<file path="config.mk">
export PLATFORM = sky130hd
export DESIGN_NAME = spi_regfile_periph
export DESIGN_NICKNAME = d
export VERILOG_FILES = /design/src/rtl/spi_periph_pkg.sv /design/src/rtl/spi_sync_edge.sv /design/src/rtl/spi_regfile_periph.sv
export SDC_FILE = /design/constraint.sdc
export NUM_CORES = 1
export LEC_CHECK = 0
export BUFFER_PORTS_ARGS = -buffer_cell sky130_fd_sc_hd__buf_2
export CELL_PAD_IN_SITES_DETAIL_PLACEMENT = 0
export CELL_PAD_IN_SITES_GLOBAL_PLACEMENT = 1
export CORE_AREA = 2 2 98 100
export CTS_BUF_LIST = sky130_fd_sc_hd__clkbuf_16
export CTS_CLUSTER_DIAMETER = 200
export DETAILED_ROUTE_END_ITERATION = 10
export DIE_AREA = 0 0 100 102
export GPL_ROUTABILITY_DRIVEN = 0
export PLACE_DENSITY = 0.9
export SLEW_MARGIN = 10
export SYNTH_ARGS = -nofsm -noshare
export SYNTH_HDL_FRONTEND = slang
export SYNTH_SLANG_ARGS = --single-unit
</file>
<file path="constraint.sdc">
create_clock -name clk -period 3.3 [get_ports clk]
set_input_delay 0.66 -clock clk [delete_from_list [all_inputs] [get_ports clk]]
set_output_delay 0.66 -clock clk [all_outputs]
set_load 0.01 [all_outputs]
</file>
<file path="src/rtl/spi_periph_pkg.sv">
// Shared types and helpers for the SPI register-file peripheral.
// Frame layout: R/W bit, then the address field, then the data field, MSB first.
package spi_periph_pkg;

    typedef enum logic [1:0] {
        IDLE = 2'd0,
        CMD  = 2'd1,
        DATA = 2'd2,
        DONE = 2'd3
    } state_e;

    localparam logic RW_WRITE = 1'b1;
    localparam logic RW_READ  = 1'b0;

    function automatic int frame_len(input int addrW, input int dataW);
        return 1 + addrW + dataW;
    endfunction

endpackage

</file>
<file path="src/rtl/spi_sync_edge.sv">
// Multi-flop synchroniser for an asynchronous pin.
// Provides the synchronised level plus one-cycle rise/fall pulses.
module spi_sync_edge #(
    parameter int   SYNC_STAGES = 2,
    parameter logic RESET_VAL   = 1'b0
) (
    input  logic clk_i,
    input  logic rst_ni,
    input  logic async_i,
    output logic level_o,
    output logic rise_o,
    output logic fall_o
);

    logic [SYNC_STAGES-1:0] sync_q;
    logic                   prev_q;

    // prev_q shares the reset value so that leaving reset never fakes an edge
    always_ff @(posedge clk_i or negedge rst_ni) begin
        if (!rst_ni) begin
            sync_q <= {SYNC_STAGES{RESET_VAL}};
            prev_q <= RESET_VAL;
        end else begin
            sync_q <= {sync_q[SYNC_STAGES-2:0], async_i};
            prev_q <= sync_q[SYNC_STAGES-1];
        end
    end

    assign level_o = sync_q[SYNC_STAGES-1];
    assign rise_o  = level_o & ~prev_q;
    assign fall_o  = ~level_o & prev_q;

endmodule

</file>
<file path="src/rtl/spi_regfile_periph.sv">
// SPI mode-0 peripheral exposing a generic register file with read-back,
// abort detection and a one-cycle write-commit strobe.
module spi_regfile_periph
    import spi_periph_pkg::*;
#(
    parameter int ADDR_W      = 7,
    parameter int DATA_W      = 8,
    parameter int NUM_REGS    = 5,
    parameter int SYNC_STAGES = 2
) (
    input  logic                       clk,
    input  logic                       rst_n,
    input  logic                       SCLK,
    input  logic                       COPI,
    input  logic                       nCS,
    output logic                       cipo,
    output logic                       cipo_oe,
    output logic [NUM_REGS*DATA_W-1:0] regs_flat,
    output logic                       wr_strobe,
    output logic [ADDR_W-1:0]          wr_addr,
    output logic                       frame_err
);

    localparam int FRAME    = frame_len(ADDR_W, DATA_W);
    localparam int CMD_BITS = 1 + ADDR_W;
    localparam int CNT_W    = $clog2(FRAME + 1);
    localparam int SHIFT_W  = ((CMD_BITS > DATA_W) ? CMD_BITS : DATA_W) - 1;

    logic sclkLevel, sclkRise, sclkFall;
    logic csLevel, csRise, csFall;
    logic copiLevel, unusedCopiRise, unusedCopiFall, unusedSclkLevel;

    spi_sync_edge #(.SYNC_STAGES(SYNC_STAGES), .RESET_VAL(1'b0)) u_sync_sclk (
        .clk_i   (clk),
        .rst_ni  (rst_n),
        .async_i (SCLK),
        .level_o (unusedSclkLevel),
        .rise_o  (sclkRise),
        .fall_o  (sclkFall)
    );

    spi_sync_edge #(.SYNC_STAGES(SYNC_STAGES), .RESET_VAL(1'b1)) u_sync_cs (
        .clk_i   (clk),
        .rst_ni  (rst_n),
        .async_i (nCS),
        .level_o (csLevel),
        .rise_o  (csRise),
        .fall_o  (csFall)
    );

    spi_sync_edge #(.SYNC_STAGES(SYNC_STAGES), .RESET_VAL(1'b0)) u_sync_copi (
        .clk_i   (clk),
        .rst_ni  (rst_n),
        .async_i (COPI),
        .level_o (copiLevel),
        .rise_o  (unusedCopiRise),
        .fall_o  (unusedCopiFall)
    );

    assign sclkLevel = unusedSclkLevel;

    state_e                  state_q;
    logic [CNT_W-1:0]        bitCnt_q;
    logic [SHIFT_W-1:0]      shift_q;
    logic                    rw_q;
    logic [ADDR_W-1:0]       addr_q;
    logic [DATA_W-1:0]       data_q;
    logic [DATA_W-1:0]       readShift_q;
    logic                    commit_q;
    logic                    cipo_q;
    logic                    cipoOe_q;
    logic                    wrStrobe_q;
    logic [ADDR_W-1:0]       wrAddr_q;
    logic                    frameErr_q;
    logic [DATA_W-1:0]       regs_q [NUM_REGS];

    logic [CMD_BITS-1:0]     cmdWord;
    logic [DATA_W-1:0]       dataWord;
    logic [ADDR_W-1:0]       cmdAddr;
    logic [DATA_W-1:0]       readSel;
    logic                    addrInRange;

    // The bit arriving on this rising edge completes the shifted word
    assign cmdWord  = {shift_q[CMD_BITS-2:0], copiLevel};
    assign dataWord = {shift_q[DATA_W-2:0], copiLevel};
    assign cmdAddr  = cmdWord[ADDR_W-1:0];

    // Unimplemented addresses read back as zero
    always_comb begin
        readSel = '0;
        for (int i = 0; i < NUM_REGS; i++) begin
            if (cmdAddr == ADDR_W'(i)) begin
                readSel = regs_q[i];
            end
        end
    end

    assign addrInRange = ({1'b0, addr_q} < (ADDR_W + 1)'(NUM_REGS));

    always_ff @(posedge clk or negedge rst_n) begin
        if (!rst_n) begin
            state_q     <= IDLE;
            bitCnt_q    <= '0;
            shift_q     <= '0;
            rw_q        <= RW_READ;
            addr_q      <= '0;
            data_q      <= '0;
            readShift_q <= '0;
            commit_q    <= 1'b0;
            cipo_q      <= 1'b0;
            cipoOe_q    <= 1'b0;
            wrStrobe_q  <= 1'b0;
            wrAddr_q    <= '0;
            frameErr_q  <= 1'b0;
            for (int i = 0; i < NUM_REGS; i++) begin
                regs_q[i] <= '0;
            end
        end else begin
            wrStrobe_q <= 1'b0;
            frameErr_q <= 1'b0;
            cipoOe_q   <= ~csLevel;

            if (commit_q) begin
                commit_q <= 1'b0;
                if (addrInRange) begin
                    for (int i = 0; i < NUM_REGS; i++) begin
                        if (addr_q == ADDR_W'(i)) begin
                            regs_q[i] <= data_q;
                        end
                    end
                    wrAddr_q   <= addr_q;
                    wrStrobe_q <= 1'b1;
                end
            end

            if (csFall) begin
                state_q     <= CMD;
                bitCnt_q    <= '0;
                shift_q     <= '0;
                readShift_q <= '0;
                cipo_q      <= 1'b0;
            end else begin
                case (state_q)
                    IDLE: begin
                    end

                    CMD: begin
                        if (csRise) begin
                            state_q    <= IDLE;
                            frameErr_q <= 1'b1;
                        end else if (sclkRise) begin
                            bitCnt_q <= bitCnt_q + CNT_W'(1);
                            if (bitCnt_q == CNT_W'(CMD_BITS - 1)) begin
                                rw_q        <= cmdWord[CMD_BITS-1];
                                addr_q      <= cmdAddr;
                                readShift_q <= (cmdWord[CMD_BITS-1] == RW_READ) ? readSel : '0;
                                shift_q     <= '0;
                                state_q     <= DATA;
                            end else begin
                                shift_q <= {shift_q[SHIFT_W-2:0], copiLevel};
                            end
                        end
                    end

                    DATA: begin
                        if (csRise) begin
                            state_q    <= IDLE;
                            frameErr_q <= 1'b1;
                        end else if (sclkRise) begin
                            bitCnt_q <= bitCnt_q + CNT_W'(1);
                            shift_q  <= {shift_q[SHIFT_W-2:0], copiLevel};
                            if (bitCnt_q == CNT_W'(FRAME - 1)) begin
                                data_q   <= dataWord;
                                commit_q <= (rw_q == RW_WRITE);
                                state_q  <= DONE;
                            end
                        end else if (sclkFall && (rw_q == RW_READ)) begin
                            cipo_q      <= readShift_q[DATA_W-1];
                            readShift_q <= {readShift_q[DATA_W-2:0], 1'b0};
                        end
                    end

                    DONE: begin
                        // Surplus SCLKs are absorbed here; the counter parks at FRAME
                        if (csRise) begin
                            state_q <= IDLE;
                        end else begin
                            if (sclkRise && (bitCnt_q != CNT_W'(FRAME))) begin
                                bitCnt_q <= bitCnt_q + CNT_W'(1);
                            end
                            if (sclkFall) begin
                                cipo_q <= 1'b0;
                            end
                        end
                    end

                    default: state_q <= IDLE;
                endcase
            end

            if (csLevel) begin
                cipo_q <= 1'b0;
            end
        end
    end

    for (genvar g = 0; g < NUM_REGS; g++) begin : g_flat
        assign regs_flat[g*DATA_W +: DATA_W] = regs_q[g];
    end

    assign cipo      = cipo_q & cipoOe_q & ~(sclkLevel & 1'b0);
    assign cipo_oe   = cipoOe_q;
    assign wr_strobe = wrStrobe_q;
    assign wr_addr   = wrAddr_q;
    assign frame_err = frameErr_q;

endmodule

</file>
==> impl_metrics.ini <==
[run_status]
status = finished clean

[synth]
yosysWarnings = 0
syn_area_sq_um = 4424
ys.flop_type = dfrtp_1
synth_cells = 354
ys_ff_latch = 98
syn_nets = 367
synth_edf_count = 0
synth-seq-area-share = 0.5551
syn_avg_cell_area_sq_um = 12.50
ys_types = 49
async_flop_share = 1.000

[place]
dpl.hpwl_microns = 6528
portBuffers = 55

[die]
die_y_microns = 102
die_x_microns = 100
start_util = 0.4857
dieArea_sq_um = 10200
rows = 35
ioPinCount = 56
coreArea_sq_um = 9109

[grt]
grt_max_degree = 52
antenna_found_initial = 0
grt_pass1_wl_microns = 15760
first_global_vias = 3102
track_usage = 0.1970
grt.overflow.total = 0

[timing]
skew_ns = 0.01295
hold_viol_final = 0
layout_min_cycle_time_ns = 2.412
max_slew_margin = 0.4735
rsz0062_at_grt = no
setup_violations = 0
holdWs_ns = 0.3408
drv_slew = 0
fmax_ghz = 0.4146
period_share = 0.7309
setup_tns_ns = 0
worst-slew-pin-transition_ns = 0.7844

[clock_tree]
postCtsHoldBufs = 0
cts_resized = 0
cts-htree-levels = 3
cts_setup_buffers = 0
clock-sinks = 98
cts_made_buffers = 9
clockRootBuffer = clkbuf_16
clock_latency_ns = 0.34
clk_pin_slew_worst_paths_ns = 0.07
cts_tree = yes
clockBufferDepth = 2

[worst_setup_path]
path_class = register to register
required_ns = 3.54
cp.arrival_ns = 2.66
end_kind = register
worst-path-max-fanout = 20
worstSetupStartpointType = register

[power]
vdd_drop_max_v = 0.0003090
power_density_nw_per_um2 = 579.6
cellLeakagePower_nw = 2.559

[detailed_routing]
postRouteAntennaNets = 0
drt-wirelength-per-cell_microns = 17.91
drtIter0Drc = 155
remaining_drc_errors = 0
avgViaCountPerCell = 5.704
drt-total-wl_microns = 9441
firstDrtPassIters = 4
vias = 3006

[cells_and_area]
num-fill-cells = 767
syn2layout_area_growth_pct = 15.38
drive_gt1_frac = 0.3438
nNetsFinal = 424
antennaDiodeCount = 0

[run]
maxCapViolations = 0

[min_path]
hold_path_class = input pin to asynchronous set/reset pin
[where the power goes]
group | leakage, nW | total (W) | switching, W | internal (W)
registers | 1.33 | 0.00143 | 0.000150 | 0.00128
logic | 1.09 | 0.000543 | 0.000308 | 0.000236
clock network | 0.140 | 0.000989 | 0.000464 | 0.000525
total | 2.56 | 0.00296 | 0.000922 | 0.00204
[worst paths after layout]
check / start / to / slack [ns] / cells after the start
worst min-delay path: rst_n / wr_addr[5] / 0.34 / 1
max in group asynchronous: rst_n / regs_flat[1] / 2.13 / 2
min in group clk: u_sync_sclk.sync_q[0] / u_sync_sclk.sync_q[1] / 0.35 / 0
worst max register to register: u_sync_cs.sync_q[1] / readShift_q[6] / 0.89 / 6
worst max-delay path: u_sync_cs.sync_q[1] / readShift_q[6] / 0.89 / 6
worst min register to register: u_sync_sclk.sync_q[0] / u_sync_sclk.sync_q[1] / 0.35 / 0
[logic make-up after synthesis]
kind of cell               Yosys count  synth area share
buffers and inverters               26           0.02376
muxes                               68            0.1731
adders and majority gates            8           0.02263
xor gates and xnor gates             2          0.003960
AOI/OAI and AO/OA                   57           0.09361
and+or+nand+nor                     95            0.1278
DFF                                 98            0.5551
[final cells by class]
type / count / area [sq um] / area share
tap: 111 / 138.9 / 0.02721
timing repair buffer: 59 / 307.8 / 0.06029
clock inverter: 7 / 58.81 / 0.01152
inverter: 13 / 48.80 / 0.009559
sequential: 98 / 2456 / 0.4811
clock buffer: 9 / 225.2 / 0.04412
multi-input combinational: 230 / 1869 / 0.3662
[cell usage after synthesis, types with 7 or more instances]
cell type   n  area (sq um)
a22o_1      7         61.31
and2_1      8         50.05
clkbuf_1    7         26.28
dfrtp_1    95          2377
ha_1        8         100.1
inv_1      13         48.80
mux2_2     58         653.1
mux2i_1     9         90.09
nand2_1    21         78.83
nor2_1     13         48.80
nor3b_1     8         60.06
o211ai_1    7         52.55
o21ai_0    16         80.08
[through the flow]
step	utilization	std cells	power [W]	area, sq um	setup WS, ns
after floorplan	-	354	0.001811	4424	1.189
after global placement	0.5293	511	0.001976	4821	0.9824
after detailed placement	0.5293	511	0.001991	4821	0.9069
after CTS	0.5604	527	0.002988	5105	0.8965
after global routing	0.5604	527	0.003107	5105	0.7193
final	0.5604	527	0.002959	5105	0.8881
[state kept, by name, summed over array words and instances (netlist names), 2 cells and up]
register / cells
addr_q: 7
wr_addr: 7
u_sync_cs.sync_q: 2
readShift_q: 8
bitCnt_q: 5
regs_flat: 40
u_sync_copi.sync_q: 2
shift_q: 7
data_q: 8
state_q: 2
u_sync_sclk.sync_q: 2
[worst max-delay path, cell delays in order (launching register included)]
cell,delay [ns]
dfstp_2,0.56
inv_1,0.06
ha_1,0.42
or4_1,0.61
nor4_2,0.15
nand4_1,0.27
o211ai_1,0.25
[metal layers]
layer / up-vias / wire, microns / global-route usage / part of all wire
met5: - / 0 / 0 / 0
met3: 11 / 432 / 0.03762 / 0.046
li1: 1406 / - / - / -
met1: 1509 / 4411 / 0.2751 / 0.47
met4: 0 / 131 / 0.07165 / 0.014
met2: 80 / 4465 / 0.3108 / 0.47
[placed cells by master, fill, tap and decap left out, types with 3 or more instances in the layout]
cell | synthesis | final
dfrtp_1 | 95 | 95
a22o_1 | 7 | 7
nand3_1 | 5 | 5
o211ai_1 | 7 | 7
clkbuf_16 | 0 | 9
dfstp_2 | 3 | 3
nand4_1 | 3 | 3
inv_6 | 0 | 3
nor3_1 | 6 | 6
mux2_2 | 58 | 58
mux2i_1 | 9 | 9
ha_1 | 8 | 8
a21oi_1 | 4 | 4
nor2b_1 | 6 | 6
nor2_1 | 13 | 13
nor3b_1 | 8 | 8
nand2_1 | 21 | 21
o21a_1 | 6 | 6
inv_1 | 13 | 13
buf_4 | 0 | 5
o21ai_0 | 16 | 16
o32ai_1 | 6 | 6
nand2b_1 | 5 | 5
buf_2 | 6 | 54
and2_1 | 8 | 8
(Power assumes the default switching activity.)
